**config.mk**
```make
export PLATFORM = sky130hd
export DESIGN_NAME = subfield_inv_arbiter
export DESIGN_NICKNAME = d
export VERILOG_FILES = /design/src/rtl/subfield_inv_arbiter.sv
export SDC_FILE = /design/constraint.sdc
export NUM_CORES = 1
export LEC_CHECK = 0
export BUFFER_PORTS_ARGS = -buffer_cell sky130_fd_sc_hd__buf_2
export CAP_MARGIN = 20
export CORE_MARGIN = 1.5
export CORE_UTILIZATION = 45
export CTS_BUF_LIST = sky130_fd_sc_hd__clkbuf_16
export CTS_CLUSTER_DIAMETER = 100
export CTS_CLUSTER_SIZE = 20
export DETAILED_ROUTE_END_ITERATION = 8
export HOLD_SLACK_MARGIN = 0.02
export PLACE_DENSITY_LB_ADDON = 0.12
export SLEW_MARGIN = 30
export SYNTH_ARGS = -nofsm -noshare
export SYNTH_HDL_FRONTEND = slang
export SYNTH_SLANG_ARGS = --single-unit
```
**constraint.sdc**
```tcl
create_clock -name clk -period 3.5 [get_ports clk]
set_input_delay 0.7 -clock clk [delete_from_list [all_inputs] [get_ports clk]]
set_output_delay 0.7 -clock clk [all_outputs]
set_load 0.05 [all_outputs]
```
**src/rtl/subfield_inv_arbiter.sv**
```systemverilog
// Round-robin front end for a shared GF((2^2)^2) subfield inverter.
// Each cycle, at most one requester is granted. Its 4-bit operand is
// inverted combinationally. The result, tagged with the requester index,
// is held in a single response register until downstream consumes it.
module subfield_inv_arbiter #(
  parameter int NREQ = 4,
  parameter int IDW  = $clog2(NREQ),
  parameter int CNTW = 16
) (
  input  logic              clk,
  input  logic              rst,
  input  logic [NREQ-1:0]   req_valid,
  input  logic [4*NREQ-1:0] req_data,
  output logic [NREQ-1:0]   req_ready,
  output logic              rsp_valid,
  output logic [3:0]        rsp_data,
  output logic [IDW-1:0]    rsp_id,
  input  logic              rsp_ready,
  output logic [CNTW-1:0]   op_count
);

  // GF(4) in normal basis (W^2, W). Bit 1 is the W^2 coefficient.
  function automatic logic [1:0] gf4_mul(input logic [1:0] g, input logic [1:0] h);
    logic [1:0] p;
    p[1] = (g[0] & h[0]) ^ (g[1] & h[0]) ^ (g[0] & h[1]);
    p[0] = (g[1] & h[1]) ^ (g[1] & h[0]) ^ (g[0] & h[1]);
    return p;
  endfunction

  // In a normal basis, squaring is a swap of the two coefficients.
  function automatic logic [1:0] gf4_sq(input logic [1:0] g);
    return {g[0], g[1]};
  endfunction

  // GF(16) over GF(4) in normal basis (Z^4, Z), where Z^2 + Z + N = 0 and N = W^2.
  // inv(A) = conj(A) / norm(A), with norm = a1*a0 + N*(a1+a0)^2.
  // In GF(4), the inverse equals the square, so 0 maps to 0 naturally.
  function automatic logic [3:0] subfield_inv(input logic [3:0] d);
    logic [1:0] a1, a0, nrm, th;
    a1  = d[3:2];
    a0  = d[1:0];
    nrm = gf4_mul(a1, a0) ^ gf4_mul(gf4_sq(a1 ^ a0), 2'b10);
    th  = gf4_sq(nrm);
    return {gf4_mul(a0, th), gf4_mul(a1, th)};
  endfunction

  logic [IDW-1:0]  ptr;
  logic            can_accept;
  logic            gnt_any;
  logic [IDW-1:0]  gnt_idx;
  logic [3:0]      operand_p0;
  logic [3:0]      inv_p0;
  logic            vld_p1;
  logic [3:0]      rsp_data_p1;
  logic [IDW-1:0]  rsp_id_p1;
  logic [CNTW-1:0] op_cnt;

  assign can_accept = ~vld_p1 | rsp_ready;

  // Rotating priority search starting at ptr. The first valid requester wins.
  always_comb begin
    logic [IDW:0] cand;
    gnt_any = 1'b0;
    gnt_idx = '0;
    cand    = '0;
    for (int k = 0; k < NREQ; k++) begin
      cand = {1'b0, ptr} + (IDW+1)'(k);
      if (cand >= (IDW+1)'(NREQ)) cand = cand - (IDW+1)'(NREQ);
      if (!gnt_any && req_valid[cand[IDW-1:0]]) begin
        gnt_any = 1'b1;
        gnt_idx = cand[IDW-1:0];
      end
    end
    if (rst || !can_accept) gnt_any = 1'b0;
  end

  assign req_ready = gnt_any ? (NREQ'(1) << gnt_idx) : '0;

  // ---- stage p0: operand select and combinational inversion ----
  assign operand_p0 = req_data[{gnt_idx, 2'b00} +: 4];
  assign inv_p0     = subfield_inv(operand_p0);

  // Priority pointer advances past the winner on every grant.
  always_ff @(posedge clk) begin
    if (rst) begin
      ptr <= '0;
    end else if (gnt_any) begin
      ptr <= (gnt_idx == IDW'(NREQ - 1)) ? '0 : gnt_idx + IDW'(1);
    end
  end

  // ---- stage p1: response register ----
  // Loads on a grant. Clears only the valid bit when drained without a refill.
  always_ff @(posedge clk) begin
    if (rst) begin
      vld_p1      <= 1'b0;
      rsp_data_p1 <= '0;
      rsp_id_p1   <= '0;
    end else if (gnt_any) begin
      vld_p1      <= 1'b1;
      rsp_data_p1 <= inv_p0;
      rsp_id_p1   <= gnt_idx;
    end else if (rsp_ready) begin
      vld_p1      <= 1'b0;
    end
  end

  // Saturating count of responses taken by downstream.
  always_ff @(posedge clk) begin
    if (rst) begin
      op_cnt <= '0;
    end else if (vld_p1 && rsp_ready && (op_cnt != {CNTW{1'b1}})) begin
      op_cnt <= op_cnt + CNTW'(1);
    end
  end

  assign rsp_valid = vld_p1;
  assign rsp_data  = rsp_data_p1;
  assign rsp_id    = rsp_id_p1;
  assign op_count  = op_cnt;

endmodule
```
# Word-level counts from Yosys, hierarchy flattened

Index checks and enable logic that the tools add are counted.

Logic and storage cells: 91
Register bits: 25
Output and inout bits: 27

Multiplexer cells: 25
Shifts and indexed selects: 2
Bitwise logic cells: 29
Equal/unequal tests: 2
Add/subtract/negate cells: 9
$lt $le $gt $ge: 8
Reduce and logical (&&, ||, !) cells: 11

Operators by type and width:

| operator                | number |
|---|---|
| $mux W2                 | 9 |
| $add A16 B1 Y16 const B | 1 |
| $ne A16 B16 Y1 const B  | 1 |
| $shiftx A16 B5 Y4       | 1 |
| $xor A1 B1 Y1           | 13 |
| $and A1 B1 Y1           | 12 |
| $lt A2 B3 Y1 const B    | 4 |
| $mux W1                 | 11 |
| $ge A3 B3 Y1 const B    | 3 |
| $bmux W1 S2             | 4 |
| $sub A2 B1 Y2 const B   | 4 |
| $add A2 B2 Y3 const B   | 2 |
| $logic_and A1 B1 Y1     | 5 |
| $logic_not A1 Y1        | 4 |
| $mux W4                 | 1 |
| $shl A1 B2 Y4 const A   | 1 |
| $xor A2 B2 Y2           | 2 |
| $add A2 B1 Y3 const B   | 1 |
| $ge A2 B3 Y1 const B    | 1 |
| $add A2 B1 Y2 const B   | 1 |
| $eq A2 B2 Y1 const B    | 1 |
| $reduce_bool A2 Y1      | 1 |
| $logic_or A1 B1 Y1      | 1 |
| $not A1 Y1              | 1 |
| $or A1 B1 Y1            | 1 |

# Longest topological paths before layout

Gate-level depths: netlist of the first run.

Word-level depth: 22
Gate-level depth with buffers: 15

# Least setup slack after synthesis of the first run

No wires, ideal clock.

Path kind: in2reg
From: input req_valid[2]
To: register rsp_data_p1[2], in the netlist rsp_data[2]
Data arrival time: 3.540 ns
Path slack: -0.167 ns
Cell stages on the path: 14
Required time: 3.373 ns
Cells stage by stage: nor2b_2 -> a211o_4 -> and3_1 -> a211oi_2 -> or2_2 -> inv_2 -> ha_1 -> xnor2_1 -> xnor2_1 -> inv_1 -> a311oi_1 -> a221oi_1 -> a311oi_1 -> o21ai_1

Cells in the longest elaborated chain, start to end: 20
Elaborated cells between the ends (all ways): 40
Classes of those cells: 1 x shift; 17 x mux; 16 x bitwise; 6 x reduce/logical

Ends and longest elaborated chain:

| what                                                 | RTL line | text |
|---|---|---|
| start, declared                                      | 12       | `input logic [NREQ-1:0] req_valid,` |
| $bmux W1 S2                                          | 69       | `if (!gnt_any && req_valid[cand[IDW-1:0]]) begin` |
| $mux W1 (not written as such)                        | 69       |  |
| $mux W1                                              | 69       |  |
| $logic_not A1 Y1                                     | 69       |  |
| $logic_and A1 B1 Y1                                  | 69       |  |
| $mux W1                                              | 69       |  |
| $logic_not A1 Y1                                     | 69       |  |
| $logic_and A1 B1 Y1                                  | 69       |  |
| [... 2 more ...]                                     | --       |  |
| $logic_and A1 B1 Y1                                  | 69       |  |
| $mux W2                                              | 69       |  |
| $shiftx A16 B5 Y4                                    | 80       | `assign operand_p0 = req_data[{gnt_idx, 2'b00} +: 4];` |
| $and A1 B1 Y1, on equally long branches              | 26, 25   |  |
| $xor A1 B1 Y1, on equally long branches (2 in a row) | 26, 25   |  |
| $xor A2 B2 Y2                                        | 42       | `nrm = gf4_mul(a1, a0) ^ gf4_mul(gf4_sq(a1 ^ a0), 2'b10);` |
| $and A1 B1 Y1                                        | 26       | `p[0] = (g[1] & h[1]) ^ (g[1] & h[0]) ^ (g[0] & h[1]);` |
| $xor A1 B1 Y1 (2 in a row)                           | 26       |  |
| end signal, assigned                                 | 101      | `rsp_data_p1 <= inv_p0;` |
| end, declared                                        | 54       | `logic [3:0] rsp_data_p1;` |

Several ways; a longest one is shown, not always the timed one. The select of a mux whose other input is x is not followed.
A chain may end at the register's enable or synchronous reset.

# Final worst setup path of the first run

From: input req_valid[2]
To: register rsp_data_p1[1], in the netlist rsp_data[1]

Cells in the longest elaborated chain, start to end: 20
Elaborated cells between the ends (all ways): 40
Classes of those cells: 1 x shift; 17 x mux; 16 x bitwise; 6 x reduce/logical

Ends and longest elaborated chain:

| what                                    | RTL line | text |
|---|---|---|
| $bmux W1 S2                             | 69       |  |
| $mux W1 (not written as such)           | 69       |  |
| $mux W1                                 | 69       |  |
| $logic_not A1 Y1                        | 69       |  |
| $logic_and A1 B1 Y1                     | 69       |  |
| $mux W1                                 | 69       |  |
| $logic_not A1 Y1                        | 69       |  |
| $logic_and A1 B1 Y1                     | 69       |  |
| [... 2 more ...]                        | --       |  |
| $logic_and A1 B1 Y1                     | 69       |  |
| $mux W2                                 | 69       |  |
| $shiftx A16 B5 Y4                       | 80       |  |
| $and A1 B1 Y1, on equally long branches | 25, 26   |  |
| $xor A1 B1 Y1 (2 in a row)              | 25       | `p[1] = (g[0] & h[0]) ^ (g[1] & h[0]) ^ (g[0] & h[1]);` |
| $xor A2 B2 Y2                           | 42       |  |
| $and A1 B1 Y1                           | 25       |  |
| $xor A1 B1 Y1 (2 in a row)              | 25       |  |

Several ways; a longest one is shown, not always the timed one. The select of a mux whose other input is x is not followed.

==> flow_results.org, run 1 <==
** Yosys
- Cell type contributing the most total cell area after synthesis :: dfxtp_1
- After synthesis, the largest area contributor takes up 29.52% of total cell area.
- The synthesized design contains 0 enable-type register cells.
- Syn. warnings :: 0
- Synthesis inferred 25 register bits.
- Cell types with the highest counts after synthesis :: dfxtp_1 (25), nor2_1 (22), nand3_1 (18)
- After synthesis, the cell types taking the most area are dfxtp_1 (30%), xor2_1 (5.7%), nand3_1 (5.3%).
- Among all flip-flop cells after synthesis, the most frequent one is dfxtp_1.
- Sequential element share of the synthesized area :: 29.52%
- The most common cell in the synthesized netlist is dfxtp_1.
- Counting distinct cell types in the post-synthesis netlist gives 45.
- After synthesis, the mean cell area works out to 8.151 um^2.
- Synth Instances :: 208
- Summing every instance area after synthesis gives 1695 um^2.
- Synth Net Count :: 238
- Proportion of register bits with asynchronous set or reset after synthesis :: 0%

** Worst setup path
- Chain of cells forming the critical path :: buf_2, nor2b_2, o21ai_2, o221ai_4, buf_6, a211oi_4, or2_4, inv_1, ha_2, xnor2_4, xnor2_2, or3_4, a2111oi_1, a211oi_1, o21ai_1
- Worst EP arrival :: 3610 ps
- In this design, the stage delay of the slowest critical-path cell is 480 ps.
- Worst r2r src :: ptr[0]
- Worst setup path startpoint :: req_valid[2]
- CP max stage cell :: a2111oi_1
- Data required time of the worst path :: 3700 ps
- The worst setup path is of the in -> reg kind.
- STA classifies the critical path startpoint as an input port.
- Max FO, Critical Path :: 6
- Flop-to-flop setup slack :: 270 ps
- Capturing element type of the critical path :: register

** GRT
- GRT overflow :: 0
- All-Layer GR Usage :: 21.11%
- Global-route wire length before repair :: 7134 um
- The via count of the first global-routing pass is 1684.
- Entering global routing, the biggest net connects 21 pins.
- Antenna violations before repair :: 0

** Timing
- Shortest period the worst path allows :: 3411 ps
- Setup-failing EPs final :: 0
- At the pin with the least slew margin, the transition time is 706.4 ps.
- Share of the clock period used by the worst path :: 97.44%
- Relative slew slack :: 52.55%
- Setup clock skew after layout :: 5.701 ps
- After routing, the total negative slack on setup checks comes to 0 ps.
- Hold Slack :: 456.1 ps
- The hold violation total from the final report is 0.
- Based on the critical path, the design can be clocked at up to 293.2 MHz.
- The number of pins exceeding their max-slew limit in the final report was 0.

** Placed design
- HPWL after DPL :: 3288 um
- Routability-driven placement finished with a final weighted congestion of 0.8740.
- Port buffering added 49 buffers.

** Die
- The core region is 3633 um^2.
- Die H :: 64.38 um
- Floorplan die width :: 64.38 um
- Std-Cell Rows :: 22
- The initial utilization of the core area, before any placement, comes to 46.66%.
- Pin placement for this block handled 50 I/O pins.
- The die covers 4145 um^2.

** Power
- The internal power of the cells totals 1120 uW.
- Net switching is 43.35% of the power.
- VDD sags by at most 652.1 uV.
- Clk pwr share :: 13.1%
- Portion of total power attributed to sequential cells :: 17.0%
- The analysis attributes to net switching a power of 857.3 uW.
- Reported leakage power :: 0.001111 uW
- Power spread over the standard cell area amounts to 808.5 nW/um^2.
- The completed layout was analyzed and its total power is 1978 uW.
- Combinational logic is responsible for 69.9% of the overall power.

** CTS
- Deepest clock path buffer count :: 2
- The later pin in the worst-skew pair is clocked with a latency of 260 ps.
- Counting every sink on the clock net gives 25.
- Number of clock buffers inserted by TritonCTS :: 3
- TritonCTS built the clock tree.
- # H-tree levels :: 1
- After clock tree synthesis, the clock-pin slew on the worst setup and hold paths is 70 ps.
- The root buffer cell chosen for the clock tree is clkbuf_16.

** Hold path
- The startpoint identified for the worst hold timing path is rsp_id[0].
- Path class of the lowest-slack min-delay path :: reg -> reg

** Layout
- Total of fill cells in the finished design :: 336
- Share of final-layout standard cells stronger than drive strength 1 :: 40.83%
- The area growth from synthesis to layout is 44.28%.
- Final Net Count :: 320
- The number of antenna diodes in the final layout is 0.

** Drt
- Number of vias per cell :: 5.365
- The detail route stage leaves a number of antenna-violating nets equal to 0.
- DRC violation count after routing :: 0
- For this block, the routed nets add up to 4406 um of wire.
- Via count of the routed design :: 1808
- Number of DRC markers in iteration 0 :: 61
- The first detailed-routing pass ran for 4 iterations.
- In the final routed layout, each cell accounts on average for 13.07 um.

** Status
- Status :: completed

** Flow run
- The tool flagged a number of max-cap violations equal to 0.
[cell usage in the layout (no fill, tap or decap), types with 3 or more instances in the layout]
cell,synthesis,routed
xnor2_1,7,4
o21ai_0,9,8
buf_4,0,31
a21oi_1,8,8
buf_2,0,49
ha_1,7,6
and3_1,6,6
or3_1,3,3
o21ai_1,4,4
nand3_1,18,17
xor2_1,11,11
a211oi_2,4,3
clkbuf_16,0,3
nor2b_1,5,4
nand2_1,13,12
inv_1,7,7
nand4_1,9,9
dfxtp_1,25,25
nor2_1,22,21
and2_1,7,7
[flip-flops by register name, summed over array words and instances, names as in the netlist]
name and cells:
op_count 16, ptr 2, rsp_data 4, rsp_id 2
rsp_valid 1
[metal layers]
metal,vias to the layer above,track usage [%],part of all wire [%]
met1,830,24.62,41
li1,923,-,-
met2,43,39.19,53
met3,12,2.113,3.6
met5,-,0,0
met4,0,8.245,2.5
[through the flow]
stage          instances  cell area, um^2  setup WS (ps)  utilization [%]
2_1_floorplan        208             1710          5.370                -
3_3_place_gp         328             2203         -92.55            60.64
3_5_place_dp         328             2203         -120.3            60.64
4_1_cts              332             2286          151.9            62.91
5_1_grt              337             2446         -108.1            67.32
6_report             337             2446          89.45            67.32
[cell type report]
class | count | area [um^2] | share of cell area [%]
clock buffer | 3 | 75.07 | 3.069
clock inverter | 1 | 7.507 | 0.3069
inverter | 9 | 33.78 | 1.381
multi-input combinational | 170 | 1280 | 52.33
sequential | 25 | 500.5 | 20.46
tap | 48 | 60.06 | 2.455
timing repair buffer | 81 | 489.2 | 20.00
[worst paths after layout]
kind | endpoint | depth (start not counted)
worst max register to register | rsp_data[1] | 14
worst min-delay path | rsp_id[0] | 2
worst max-delay path | rsp_data[1] | 15
worst min register to register | rsp_id[0] | 2
[kinds of logic after synthesis]
| logic type | Yosys count | synth area share (%) |
|---|---|---|
| AOI/OAI and AO/OA | 47 | 21.62 |
| xor gates and xnor gates | 18 | 9.299 |
| adders and majority gates | 7 | 5.166 |
| buffers and inverters | 13 | 2.878 |
| DFF | 25 | 29.52 |
| muxes | 2 | 1.181 |
| and+or+nand+nor | 96 | 30.33 |
[power groups by stage]
stage	combinational [uW]	clock [uW]	sequential [uW]
after floorplan	725	0	420
after global placement	1180	0	342
after detailed placement	1180	0	341
after CTS	1180	259	336
after global routing	1510	269	340
final	1380	258	336
[repair_timing]
item | in CTS | in global routing
buffers inserted | 0 | 5
resized for setup | 0 | 24
endpoints found under the setup margin | 0 | 4
hold buffers | 0 | 0
[worst max-delay path: cells and delay by family]
| kind | cells | cell delay [ps] |
|---|---|---|
| adder cells (fa/ha/maj) | 1 | 200 |
| AO/OA/AOI/OAI | 6 | 1280 |
| buffers and inverters | 3 | 330 |
| AND/OR/NAND/NOR | 3 | 780 |
| XOR/XNOR | 2 | 340 |
Note: power is estimated with default switching activity, not from simulation.
==> inputs of run 2 (changes only) <==
- ABC_CLOCK_PERIOD_IN_PS: not set -> 4200
- HOLD_SLACK_MARGIN: 0.02 -> not set
- clock period: 3.5 -> 4.2 ns (I/O delays scaled with it)
==> flow_results.org, run 2 (same netlist as run 1, synthesis figures left out) <==
** Timing
- Final max-slew violation count :: 0
- Maximum clock rate :: 256.3 MHz
- The hold violation total from the final report came to 0.
- Setup clock skew after layout :: 2.261 ps
- Relative slew slack :: 46.65%
- Of the available clock period, the critical path in the final layout requires 92.88%.
- Setup violations remaining at the end of the flow were counted as 0.
- Setup total negative slack on the finished layout was measured at 0 ps.
- RSZ-0062 raised after global routing :: no
- The routed design could run at a clock period as short as 3901 ps.
- Worst-margin pin slew :: 794.2 ps

** Layout
- After the last flow step, the layout net total stands at 290.
- Most common library cell in the layout ignoring fill and taps :: buf_2
- Diode count :: 0
- Share of final-layout standard cells stronger than drive strength 1 :: 28.57%
- Summing all non-filler instances in the final layout gives an area of 2079 um^2.
- The top cell types in the final layout, fill and taps aside, are buf_2 (49), dfxtp_1 (25), nor2_1 (22).
- The register with the most flip-flops in the layout has 16 of them.
- From synthesis to final layout, the design area changed by 22.66%.

** Worst setup path
- In this run the critical register-to-register path is launched from ptr[0].
- R2r endpoint :: rsp_data[0]
- Capturing element type of the critical path :: register
- Traced cell by cell, the critical path runs through buf_2, nor2b_2, nor2_1, o221ai_2, inv_2, nand3_1, nand2_1, inv_1, ha_1, xnor2_1, xnor2_1, or3_4, and3b_1, a221oi_1, a31oi_1.
- Together, buffers and inverters on the worst path number 3.
- The critical path is of the in -> reg type.
- The worst setup path is launched from an input port.
- R2R depth :: 14
- Longest individual stage delay on the worst path :: 400 ps
- The worst register-to-register path has a setup slack of 670 ps.
- Largest delay share family, worst path :: simple AND/OR/NAND/NOR gates
- In this run the number of cells on the critical path is 15.
- Dominant cell type by count on the critical path :: xnor2_1
- Endpoint of the most critical setup path :: rsp_data[0]
- Max FO, Critical Path :: 8
- Data required time of the worst path :: 4330 ps
- Worst setup path startpoint :: req_valid[0]
- Worst EP arrival :: 4030 ps
- The slowest stage of the critical path belongs to the cell o221ai_2.

** GRT
- Maximum number of pins on one net before global-route repair :: 21
- Met1 GRT Util :: 24.11%
- The initial antenna violation count came to 0.
- In the global route stage, met3 resource usage came out at 2.113%.
- GRT overflow :: 0
- GR Util met2 :: 35.42%
- Gr busiest metal :: met2
- All-Layer GR Usage :: 19.71%
- Via count of the first global-routing pass :: 1534
- Global-route wire length before repair :: 6658 um

** Power
- Internal Dissipation :: 710.6 uW
- Portion of total power attributed to sequential cells :: 21.3%
- The analysis attributes to net switching a power of 611.9 uW.
- PwrDens :: 636.0 nW/um^2
- Across the VDD grid, the largest voltage drop is 460.6 uV.
- Switching Share :: 46.27%
- Reported leakage power :: 0.0009363 uW
- In this run, the combinational gates consume 63.3% of the power.
- Clk pwr share :: 15.3%

** Die
- For this configuration, the core starts out at a cell density of 46.66%.
- The floorplan step defined a die boundary enclosing 4145 um^2.
- Std-Cell Rows :: 22
- In this run the standard cell core region covers 3633 um^2.
- Pin placement for this block handled 50 I/O pins.
- The die is 64.38 um wide.
- In this run the vertical extent of the chip is 64.38 um.

** Placed design
- At the end of routability-driven placement, the weighted congestion stood at 0.9519.
- Instance area at placement :: 2001 um^2
- Number of buffers inserted by port buffering :: 49
- HPWL after DPL :: 3067 um

** CTS
- Post-CTS Setup Bufs :: 0
- The clock reaches the later pin of the worst-skew pair after 250 ps.
- The number of clock buffers added by TritonCTS is 3.
- # H-tree levels :: 1
- Clock transition at the registers of the reported paths :: 60 ps
- Post_cts resized :: 0
- Clock tree from TritonCTS :: built
- Number of sinks driven by the clock tree :: 25
- Library cell used as clock root buffer :: clkbuf_16
- Deepest clock path buffer count :: 2
- Total of hold buffers inserted after clock tree synthesis :: 0

** Drt
- Number of vias per cell :: 5.492
- The count of nets left with antenna violations once routing finished came out at 0.
- For this block, the via count after detailed routing is 1686.
- Number of DRC markers in iteration 0 :: 69
- The first detailed-routing pass took 4 iterations.
- After detailed routing, the average wire length per cell comes to 12.78 um.
- DRC violation count after routing :: 0
- The final layout contains routed wiring with a total length of 3923 um.

** Hold path
- Path class of the lowest-slack min-delay path :: reg -> reg
- The startpoint identified for the worst hold timing path is rsp_id[0].

** Flow run
- The tool flagged a number of max-cap violations equal to 0.

** Status
- Status :: completed
==> run 2: cell types whose count changed in the layout (fill, tap and decap cells not counted), sizes merged <==
cell      delta
inv          +1
clkinvlp     -1
buf         -30
==> run 2: cell type report <==
| type | count | area, um^2 |
|---|---|---|
| repair buffers | 51 | 260.3 |
| clock inverters | 1 | 3.754 |
| flip-flops and latches | 25 | 500.5 |
| multi-input cells | 170 | 1146 |
| clock buffers | 3 | 75.07 |
| well taps | 48 | 60.06 |
| inverters | 9 | 33.78 |
| fillers | 355 | 1554 |
==> run 2: tightest hold or removal path, delay by kind of cell, from the launching register on <==
| family | cells | cell delay (ps) |
|---|---|---|
| AO/OA/AOI/OAI | 1 | 50 |
| AND/OR/NAND/NOR | 1 | 50 |
| flip-flops | 1 | 310 |
==> run 2: through the flow <==
step	setup slack, ps	hold slack (ps)	cells	power, uW	util (%)
3_5_place_dp	80.53	453.2	303	1114	55.06
5_1_grt	62.05	494.7	307	1427	57.23
4_1_cts	350.8	461.7	307	1319	57.23
6_report	299.0	456.8	307	1322	57.23
3_3_place_gp	192.6	446.3	303	1105	55.06
2_1_floorplan	392.7	489.4	208	924.9	-
==> run 2: power by group through the flow <==
stage          Combinational (uW)  Sequential [uW]  Clock, uW
5_1_grt                       920              285        221
3_5_place_dp                  827              287          0
6_report                      838              282        203
3_3_place_gp                  818              288          0
2_1_floorplan                 575              350          0
4_1_cts                       828              282        208
==> run 2: how the worst min path moves through the flow <==
| stage | slack (ps) | to | depth (start not counted) |
|---|---|---|---|
| final | 460 | rsp_id[0] | 2 |
| after global routing | 490 | rsp_id[0] | 2 |
| after CTS | 460 | rsp_data[2] | 2 |
| after detailed placement | 450 | rsp_data[2] | 2 |
| after global placement | 450 | rsp_id[0] | 2 |
| after floorplan | 490 | ptr[0] | 2 |
==> run 2: per-layer routing <==
layer  vias up  share of wire [%]
li1        861                  -
met1       769                 45
met2        50                 49
met3         6                4.4
met4         0                1.5
met5         -                  0
==> inputs of run 3 (changes only) <==
==> constraint.sdc (replaced) <==
create_clock -name clk -period 4.2 [get_ports clk]
set_input_delay 0 -clock clk [delete_from_list [all_inputs] [get_ports clk]]
set_output_delay 0 -clock clk [all_outputs]
set_load 0.05 [all_outputs]
==> flow_results.org, run 3 (same netlist as run 1, synthesis figures left out) <==
** Drt
- Detailed routing placed a total of 171 um of wire on met3.
- Number of antenna-violating nets in the routed design :: 0
- DRC violation count after routing :: 0
- Number of DRC markers in iteration 0 :: 69
- Signal routing reaches up to met4.
- Sum of routed wire length over all layers :: 3971 um
- Routed length on met1 :: 1883 um
- Dividing the detail-routed wire length by the instance count gives 12.98 um.
- Drt first pass iters :: 4
- In the detailed route, the total length drawn on met2 is 1860 um.
- Using the TritonRoute via totals, the vias-per-cell ratio works out to 5.386.
- Via count of the routed design :: 1648

** Power
- PwrDens :: 630.1 nW/um^2
- Clk pwr share :: 15.6%
- Reported leakage power :: 0.0009315 uW
- Across the VDD grid, the largest voltage drop is 450.7 uV.
- Portion of total power attributed to sequential cells :: 21.7%
- Combinational fraction of design power :: 62.8%
- Overall power consumption after layout is estimated at 1305 uW.
- In this run switching power makes up 45.88% of total power.
- Internal Dissipation :: 706.5 uW
- In this run the power spent charging and discharging nets is 599.0 uW.

** CTS
- Library cell used as clock root buffer :: clkbuf_16
- Once the clock tree was built, the setup fixing pass inserted 0 buffers.
- Clock tree synthesis inserted a total of 3 buffers.
- CTS built an H-tree with a depth of 1.
- Post_cts resized :: 0
- Clock transition at the registers of the reported paths :: 60 ps
- The tree built by TritonCTS fans out to 25 sinks.
- TritonCTS built the clock tree.
- Total of hold buffers inserted after clock tree synthesis :: 0
- Deepest clock path buffer count :: 2
- Skew-Pair Late Insertion Delay :: 250 ps

** Layout
- Total of fill cells in the finished design :: 374
- With fillers left out, the area of the finished cells amounts to 2072 um^2.
- Share of final-layout standard cells stronger than drive strength 1 :: 28.29%
- Most frequent cells in the layout :: buf_2 (49), dfxtp_1 (25), nor2_1 (22)
- 0 antenna diodes ended up in the layout.
- The library cell used most frequently in the layout, excluding fill and tap cells, is buf_2.
- At the end of the flow, the number of nets in the layout was 289.
- Compared with the post-synthesis result, the final layout area differs by 22.21%.
- Final Non-Filler Cells :: 306
- The register with the most flip-flops in the layout has 16 of them.

** Worst setup path
- The worst setup path is of the reg -> reg kind.
- Data on the critical path arrives at its endpoint at 3660 ps.
- Largest delay share family, worst path :: compound AO/OA/AOI/OAI gates
- Worst setup SP type :: register
- For this run, the slowest stage of the critical path takes 440 ps.
- Traced cell by cell, the critical path runs through nand2_1, a211o_4, and3_1, a211oi_2, or2_2, inv_1, ha_1, xnor2_1, xnor2_1, or3_4, a2111oi_0, a211oi_1, o21ai_1.
- CP max stage cell :: dfxtp_1
- In this run the worst path has a maximum fanout of 9.
- Total buffers and inverters traversed by the critical path :: 1
- Dominant cell type by count on the critical path :: xnor2_1
- Data required time of the worst path :: 4390 ps
- Capturing element type of the critical path :: register

** Hold path
- Path class of the lowest-slack min-delay path :: in -> reg

** Die
- Std-Cell Rows :: 22
- Initial Util :: 46.66%
- The floorplan step set the die width to 64.38 um.
- The floorplan step set the die height to 64.38 um.
- Core region area :: 3633 um^2
- Number of top-level pins :: 50
- Total die area :: 4145 um^2

** GRT
- GRT overflow :: 0
- The first global-routing pass estimated 6479 um of wire.
- Maximum number of pins on one net before global-route repair :: 21
- All-Layer GR Usage :: 19.27%
- Via count of the first global-routing pass :: 1463
- Antenna violations before repair :: 0

** Timing
- Relative slew slack :: 45.29%
- Shortest period the worst path allows :: 3474 ps
- Setup Total Neg Slack :: 0 ps
- Setup repair after global routing left no endpoint under its margin.
- Setup clock skew after layout :: 2.476 ps
- Share of the clock period used by the worst path :: 82.72%
- Final-report hold violation count :: 0
- Worst-margin pin slew :: 814.4 ps
- Maximum clock rate :: 287.8 MHz
- Setup-failing EPs final :: 0
- The number of pins exceeding their max-slew limit in the final report is 0.

** Placed design
- Instance area at placement :: 1993 um^2
- RD Place Congestion :: 0.9323
- Input and output buffers added on the ports amount to 49.
- DP Cell Count :: 302
- HPWL after DPL :: 3106 um

** Flow run
- Max-capacitance violation count :: 0

** Status
- The run finished with clean final reports.
[run 3: layout make-up]
class	instances	area (um^2)	area share (%)
inverter	9	33.78	1.630
timing repair buffer	50	252.7	12.20
clock inverter	1	3.754	0.1812
clock buffer	3	75.07	3.623
sequential	25	500.5	24.15
multi-input combinational	170	1146	55.31
tap	48	60.06	2.899
[run 3: path summary, 6_finish.rpt]
kind	from	to	slack, ps	cells past startpoint
max	ptr[1]	rsp_data[1]	730	13
min	rsp_ready	rsp_valid	100	4
max reg2reg	ptr[1]	rsp_data[1]	730	13
min reg2reg	rsp_id[0]	rsp_id[0]	460	2
[run 3: power by group through the flow]
| stage | logic (uW) | clock network, uW | registers [uW] |
|---|---|---|---|
| 5_1_grt | 903 | 222 | 286 |
| 4_1_cts | 812 | 211 | 283 |
| 2_1_floorplan | 575 | 0 | 350 |
| 3_3_place_gp | 808 | 0 | 287 |
| 6_report | 820 | 203 | 283 |
| 3_5_place_dp | 810 | 0 | 288 |
[run 3: stage by stage]
| stage | hold WS, ps | setup slack [ps] | util (%) |
|---|---|---|---|
| 2_1_floorplan | 221.2 | 888.5 | - |
| 3_3_place_gp | 359.2 | 780.8 | 54.86 |
| 3_5_place_dp | 355.3 | 779.0 | 54.86 |
| 4_1_cts | 85.24 | 746.3 | 57.02 |
| 5_1_grt | 106.9 | 362.9 | 57.02 |
| 6_report | 97.66 | 725.7 | 57.02 |
[run 3: worst reg2reg max path: stages (launching register included)]
cell and delay (ps):
dfxtp_1 440, nand2_1 140, a211o_4 400, and3_1 200, a211oi_2 350, or2_2 220
inv_1 70, ha_1 190, xnor2_1 240, xnor2_1 150, or3_4 380, a2111oi_0 440
a211oi_1 80, o21ai_1 120
[run 3: layer usage]
layer | global-route usage, % | vias to the layer above
met5 | 0 | -
met4 | 8.511 | 0
met3 | 2.465 | 6
met2 | 33.33 | 46
met1 | 23.76 | 735
li1 | - | 861
